`config.mk`:
```
export PLATFORM = sky130hd
export DESIGN_NAME = mem_arbiter
export DESIGN_NICKNAME = d
export VERILOG_FILES = /design/src/rtl/mem_arbiter.sv
export SDC_FILE = /design/constraint.sdc
export NUM_CORES = 1
export LEC_CHECK = 0
export ABC_AREA = 1
export CORE_UTILIZATION = 35
export DETAILED_ROUTE_END_ITERATION = 8
export MAX_ROUTING_LAYER = met4
export PLACE_DENSITY = 0.86
export SYNTH_ARGS = -nofsm -noshare
export SYNTH_HDL_FRONTEND = slang
export SYNTH_SLANG_ARGS = --single-unit
```
`constraint.sdc`:
```
create_clock -name clk_in -period 4.89 [get_ports clk_in]
set_clock_uncertainty 0.15 [all_clocks]
set_input_delay 0.978 -clock clk_in [delete_from_list [all_inputs] [get_ports clk_in]]
set_output_delay 0.978 -clock clk_in [all_outputs]
set_load 0.01 [all_outputs]
```
`src/rtl/mem_arbiter.sv`:
```
// mem_arbiter: arbitrates icache fetches and LSB loads/stores onto the single
// memory-controller port, one transaction at a time, with LSB priority and starvation bound.
module mem_arbiter #(
  parameter int STARVE_LIMIT = 4
) (
  input  logic        clk_in,
  input  logic        rst_in,
  input  logic        rdy_in,
  input  logic        flush_in,
  input  logic        ic_req_in,
  input  logic [31:0] ic_addr_in,
  output logic        ic_done_out,
  output logic [31:0] ic_data_out,
  input  logic        lsb_req_in,
  input  logic [31:0] lsb_addr_in,
  input  logic [31:0] lsb_data_in,
  input  logic        lsb_r_nw_in,
  input  logic [2:0]  lsb_type_in,
  output logic        lsb_done_out,
  output logic [31:0] lsb_data_out,
  output logic [31:0] mc_addr_out,
  output logic [31:0] mc_data_out,
  output logic        mc_r_nw_out,
  output logic [2:0]  mc_type_out,
  output logic        mc_activate_out,
  input  logic [31:0] mc_data_in,
  input  logic        mc_data_available_in,
  output logic        busy_out
);
  typedef enum logic [1:0] {IDLE, BUSY, RESP} state_t;
  localparam logic [3:0] LIMIT = 4'(STARVE_LIMIT);
  state_t state, state_n;
  logic owner, owner_n, kill, kill_n, r_nw_n, act_n;
  logic [3:0] starve, starve_n;
  logic [31:0] data, data_n, addr_n, wdata_n;
  logic [2:0] kind_n;
  logic ic_ok, lsb_win, grant;
  // a flushed icache request is invisible to arbitration in that cycle
  assign ic_ok = ic_req_in && !flush_in;
  assign lsb_win = lsb_req_in && !(ic_ok && starve == LIMIT);
  assign grant = state == IDLE && (lsb_win || ic_ok);
  always_comb begin
    state_n = state;
    owner_n = owner;
    kill_n = kill;
    starve_n = starve;
    data_n = data;
    addr_n = mc_addr_out;
    wdata_n = mc_data_out;
    r_nw_n = mc_r_nw_out;
    kind_n = mc_type_out;
    act_n = mc_activate_out;
    if (grant) begin
      state_n = BUSY;
      owner_n = lsb_win;
      kill_n = 1'b0;
      act_n = 1'b1;
      addr_n = lsb_win ? lsb_addr_in : ic_addr_in;
      wdata_n = lsb_win ? lsb_data_in : 32'd0;
      r_nw_n = lsb_win ? lsb_r_nw_in : 1'b1;
      kind_n = lsb_win ? lsb_type_in : 3'b000;
      starve_n = !lsb_win ? 4'd0 : (ic_req_in && starve != LIMIT) ? starve + 4'd1 : starve;
    end
    if (state == BUSY && mc_data_available_in) begin
      state_n = RESP;
      act_n = 1'b0;
      data_n = mc_data_in;
    end
    if (state == RESP) state_n = IDLE;
    if (state != IDLE && !owner && flush_in) kill_n = 1'b1;
    if (flush_in) starve_n = 4'd0;
  end
  always_ff @(posedge clk_in) begin
    if (!rst_in) begin
      state <= IDLE;
      owner <= 1'b0;
      kill <= 1'b0;
      starve <= 4'd0;
      data <= 32'd0;
      mc_addr_out <= 32'd0;
      mc_data_out <= 32'd0;
      mc_r_nw_out <= 1'b0;
      mc_type_out <= 3'b000;
      mc_activate_out <= 1'b0;
    end else if (rdy_in) begin
      state <= state_n;
      owner <= owner_n;
      kill <= kill_n;
      starve <= starve_n;
      data <= data_n;
      mc_addr_out <= addr_n;
      mc_data_out <= wdata_n;
      mc_r_nw_out <= r_nw_n;
      mc_type_out <= kind_n;
      mc_activate_out <= act_n;
    end
  end
  // done is gated by rdy_in so a frozen RESP cycle cannot stretch the pulse
  assign ic_done_out = state == RESP && rdy_in && rst_in && !owner && !kill && !flush_in;
  assign lsb_done_out = state == RESP && rdy_in && rst_in && owner;
  assign ic_data_out = data;
  assign lsb_data_out = data;
  assign busy_out = state != IDLE;
endmodule
```
==> impl_results.html <==
<table>
<tr><th>Metric</th><th>Value</th></tr>
<tr><th colspan="2">Global route</th></tr>
<tr><td>Global-route usage over all layers</td><td>0.206</td></tr>
<tr><td>Vias in the first global route</td><td>~4800</td></tr>
<tr><td>Total global routing overflow</td><td>0</td></tr>
<tr><td>Met3 usage</td><td>0.0388</td></tr>
<tr><td>Number of antenna violations at the first check in global routing</td><td>0</td></tr>
<tr><td>Global-route wire length before repair</td><td>around 23000 µm</td></tr>
<tr><td>Fraction of met1 tracks used by global routing</td><td>0.236</td></tr>
<tr><td>Met2 usage</td><td>0.354</td></tr>
<tr><td>Most used routing layer</td><td>met2</td></tr>
<tr><td>Largest net degree at the start of global routing</td><td>55</td></tr>
<tr><th colspan="2">Timing</th></tr>
<tr><td>Relative max-transition margin</td><td>0.292</td></tr>
<tr><td>Worst Setup Slack, final</td><td>1040 ps</td></tr>
<tr><td>Portion of the clock cycle consumed by the worst path in the final layout</td><td>0.787</td></tr>
<tr><td>Setup-failing EPs final</td><td>0</td></tr>
<tr><td>Fmax achieved</td><td>260 MHz</td></tr>
<tr><td>Time the worst path needs with I/O delays and setup</td><td>about 3800 ps</td></tr>
<tr><td>Max-slew violation count</td><td>0</td></tr>
<tr><td>Setup_tns</td><td>0 ps</td></tr>
<tr><td>Unrepaired setup endpoints after global routing</td><td>false</td></tr>
<tr><td>Final hold violation count</td><td>0</td></tr>
<tr><td>Slew @ Worst Pin</td><td>1060 ps</td></tr>
<tr><th colspan="2">Logic synthesis</th></tr>
<tr><td>Fraction of the yosys area taken by sequential cells</td><td>0.454</td></tr>
<tr><td>Post-synth cell types</td><td>18</td></tr>
<tr><td>Avg Inst Size Synth</td><td>between 6 and 7 µm²</td></tr>
<tr><td>Share of the synthesized area in the top cell type</td><td>0.454</td></tr>
<tr><td>Synth Instances</td><td>694</td></tr>
<tr><td>Most numerous cell in the Yosys netlist</td><td>sky130_fd_sc_hd__nor2_1</td></tr>
<tr><td>Biggest area consumer among synthesized cells</td><td>sky130_fd_sc_hd__dfxtp_1</td></tr>
<tr><td>Count of state elements after synthesis</td><td>between 100 and 150</td></tr>
<tr><td>Top post-synthesis cells by area</td><td>sky130_fd_sc_hd__dfxtp_1 (45%), sky130_fd_sc_hd__nand3_1 (11%), sky130_fd_sc_hd__nor2_1 (11%)</td></tr>
<tr><td>Synth Net Count</td><td>835</td></tr>
<tr><td>Number of enable flip-flop cells after synthesis</td><td>0</td></tr>
<tr><td>Async set-reset flop share out of synthesis</td><td>0</td></tr>
<tr><td>Most frequently used flop master after synthesis</td><td>sky130_fd_sc_hd__dfxtp_1</td></tr>
<tr><td>Count of yosys warnings during synthesis</td><td>0</td></tr>
<tr><td>Synthesized area</td><td>between 0.004 and 0.005 mm²</td></tr>
<tr><td>Top cells by instance count after synthesis</td><td>sky130_fd_sc_hd__nor2_1 (138), sky130_fd_sc_hd__nand2_1 (124), sky130_fd_sc_hd__dfxtp_1 (109), sky130_fd_sc_hd__nand3_1 (109), sky130_fd_sc_hd__inv_1 (48)</td></tr>
<tr><th colspan="2">Die</th></tr>
<tr><td>Horizontal extent of the die</td><td>119 µm</td></tr>
<tr><td>Site Rows</td><td>between 40 and 50</td></tr>
<tr><td>Die height</td><td>119 µm</td></tr>
<tr><td>Starting density of the core</td><td>0.361</td></tr>
<tr><td>Number of placed I/O pins</td><td>275</td></tr>
<tr><td>Area inside the core boundary</td><td>0.0133 mm²</td></tr>
<tr><td>Overall die area</td><td>~0.014 mm²</td></tr>
<tr><th colspan="2">Setup path</th></tr>
<tr><td>FF-to-FF setup slack</td><td>2250 ps</td></tr>
<tr><td>Path depth of the worst reg2reg path</td><td>11</td></tr>
<tr><td>Largest fanout on the critical path</td><td>10</td></tr>
<tr><td>Worst setup path startpoint</td><td>rdy_in</td></tr>
<tr><td>Crit path arrival time</td><td>around 2700 ps</td></tr>
<tr><td>Worst setup path class</td><td>in -&gt; out</td></tr>
<tr><td>Setup crit end kind</td><td>output pin</td></tr>
<tr><td>Required time at the endpoint of the critical path</td><td>3760 ps</td></tr>
<tr><td>Reg-to-Reg Start</td><td>starve[0]$_SDFFE_PN0P_</td></tr>
<tr><td>Critical path launch point type</td><td>input port</td></tr>
<tr><td>Capture instance of the worst register-to-register path</td><td>mc_addr_out[28]$_SDFFE_PN0P_</td></tr>
<tr><th colspan="2">Clocking</th></tr>
<tr><td>Count of cells resized by post-cts repair</td><td>0</td></tr>
<tr><td>Clk slew on worst S/H paths</td><td>70 ps</td></tr>
<tr><td>Clock latency of the later-clocked register in the worst-skew pair</td><td>340 ps</td></tr>
<tr><td>Number of clock sinks</td><td>between 100 and 150</td></tr>
<tr><td>Postcts setup bufs</td><td>0</td></tr>
<tr><td>CTS H-tree depth</td><td>3</td></tr>
<tr><td>Number of buffers inserted by hold repair at cts</td><td>0</td></tr>
<tr><td>TritonCTS Buffers</td><td>9</td></tr>
<tr><td>TritonCTS clock tree</td><td>yes</td></tr>
<tr><td>Clock buffer depth</td><td>2</td></tr>
<tr><td>Cell at the root of the clock tree</td><td>sky130_fd_sc_hd__clkbuf_16</td></tr>
<tr><th colspan="2">Cells and area</th></tr>
<tr><td>Antenna Cells</td><td>0</td></tr>
<tr><td>Synthesis-to-finish area growth</td><td>60.1%</td></tr>
<tr><td>Final standard cell utilization of the core</td><td>0.579</td></tr>
<tr><td>Layout cells sized above 1</td><td>0.0360</td></tr>
<tr><td>Cell Count, Final, Fillers Out</td><td>1093</td></tr>
<tr><td>Count of nets after finishing</td><td>1053</td></tr>
<tr><th colspan="2">Status</th></tr>
<tr><td>Run status</td><td>completed</td></tr>
<tr><th colspan="2">Placement</th></tr>
<tr><td>Detailed Place HPWL</td><td>about 10000 µm</td></tr>
<tr><td>Buffers on Ports</td><td>274</td></tr>
<tr><td>Place WS</td><td>1050 ps</td></tr>
<tr><td>Global placement routability congestion</td><td>just over 0.8</td></tr>
<tr><td>DP Cell Count</td><td>1077</td></tr>
<tr><th colspan="2">Route</th></tr>
<tr><td>Starting DRC count in detailed routing</td><td>278</td></tr>
<tr><td>Detailed-route DRC error count</td><td>0</td></tr>
<tr><td>Vias</td><td>between 5000 and 6000</td></tr>
<tr><td>Number of antenna-violating nets in the routed design</td><td>0</td></tr>
<tr><td>Post-detailed-route via-to-cell ratio</td><td>~4.7</td></tr>
<tr><td>Wirelength per Cell</td><td>13.0 µm</td></tr>
<tr><td>TritonRoute pass-1 iters</td><td>4</td></tr>
<tr><td>Wirelength, routed</td><td>14200 µm</td></tr>
<tr><th colspan="2">Min path</th></tr>
<tr><td>Min-Delay Path Class</td><td>reg -&gt; reg</td></tr>
<tr><td>End of the worst hold path</td><td>mc_data_out[9]$_SDFFE_PN0P_</td></tr>
<tr><td>Hold path start</td><td>mc_data_out[9]$_SDFFE_PN0P_</td></tr>
<tr><td>Number of cells on the worst hold path</td><td>2</td></tr>
<tr><th colspan="2">Power and ir drop</th></tr>
<tr><td>Worst VDD drop</td><td>0.150 mV</td></tr>
<tr><td>Cell Pwr Density</td><td>272 mW/mm²</td></tr>
<tr><td>Static leakage power</td><td>0.00312 µW</td></tr>
<tr><th colspan="2">Run</th></tr>
<tr><td>Max-cap violations</td><td>0</td></tr>
</table>
-- logic make-up (layout without fill, tap and decap cells) --
logic type      after synthesis  count (layout)  share of synthesized area
fa+ha+maj                     2               2                    0.00521
flops                       109             109                      0.454
buf+inv                     130             353                      0.133
simple gates                378             378                      0.329
compound gates               75              75                     0.0781
-- critical path, stage by stage --
cell and delay, ps:
sky130_fd_sc_hd__clkdlybuf4s50_1 680, sky130_fd_sc_hd__inv_2 90, sky130_fd_sc_hd__nor2_4 110, sky130_fd_sc_hd__nand3_1 100, sky130_fd_sc_hd__nor4_1 180, sky130_fd_sc_hd__clkdlybuf4s50_1 580
-- registers in the layout, indices dropped and copies added (netlist names) --
| signal | count |
|---|---|
| ic_data_out | 32 |
| mc_addr_out | 32 |
| mc_data_out | 32 |
| starve | 4 |
| mc_type_out | 3 |
| state | 2 |
| kill | 1 |
| mc_activate_out | 1 |
| mc_r_nw_out | 1 |
| owner | 1 |
-- placed cells by master, fill, tap and decap left out, drive strengths merged --
cell	count
a21oi	41
nand4	3
nor4	1
clkbuf	10
clkdlybuf4s50	274
dfxtp	109
buf	10
nor2	141
nand3	109
inv	54
ha	2
nand2	124
clkinv	5
o21ai	34
-- where the power goes --
part	switching (µW)	internal, µW	total, µW
Sequential	28.6	936	964
Combinational	194	251	445
Clock	335	351	685
-- layer usage --
layer / part of all wire / vias up / wire (µm)
met5: 0 / - / 0
met2: 0.49 / 206 / 6910
met1: 0.43 / 2301 / 6070
li1: - / 2596 / -
met3: 0.066 / 18 / 938
met4: 0.020 / 0 / 282
-- worst max path at each step --
stage	endpoint	slack, ps	depth (start not counted)
floorplan	ic_done_out	2080	5
global placement	ic_done_out	1080	6
detailed placement	ic_done_out	1050	6
CTS	ic_done_out	1050	6
global route	ic_done_out	900	6
finish	ic_done_out	1040	6
-- metrics by stage --
stage               total power [µW]  instance area [µm²]  hold slack, ps
floorplan                       1180                 4810             290
global placement                1420                 7410             297
detailed placement              1430                 7410             304
finish                          2090                 7690             315
global route                    2200                 7690             331
CTS                             2120                 7690             316
-- area by class of cell --
cell class / count / area, µm²
Clock buffer: 10 / 229
Clock inverter: 6 / 48.8
Fill cell: 1241 / 5600
Inverter: 53 / 199
Multi-Input combinational cell: 455 / 1980
Sequential cell: 109 / 2180
Tap cell: 176 / 220
Timing Repair Buffer: 284 / 2830
Power figures use the tool's default switching activity.
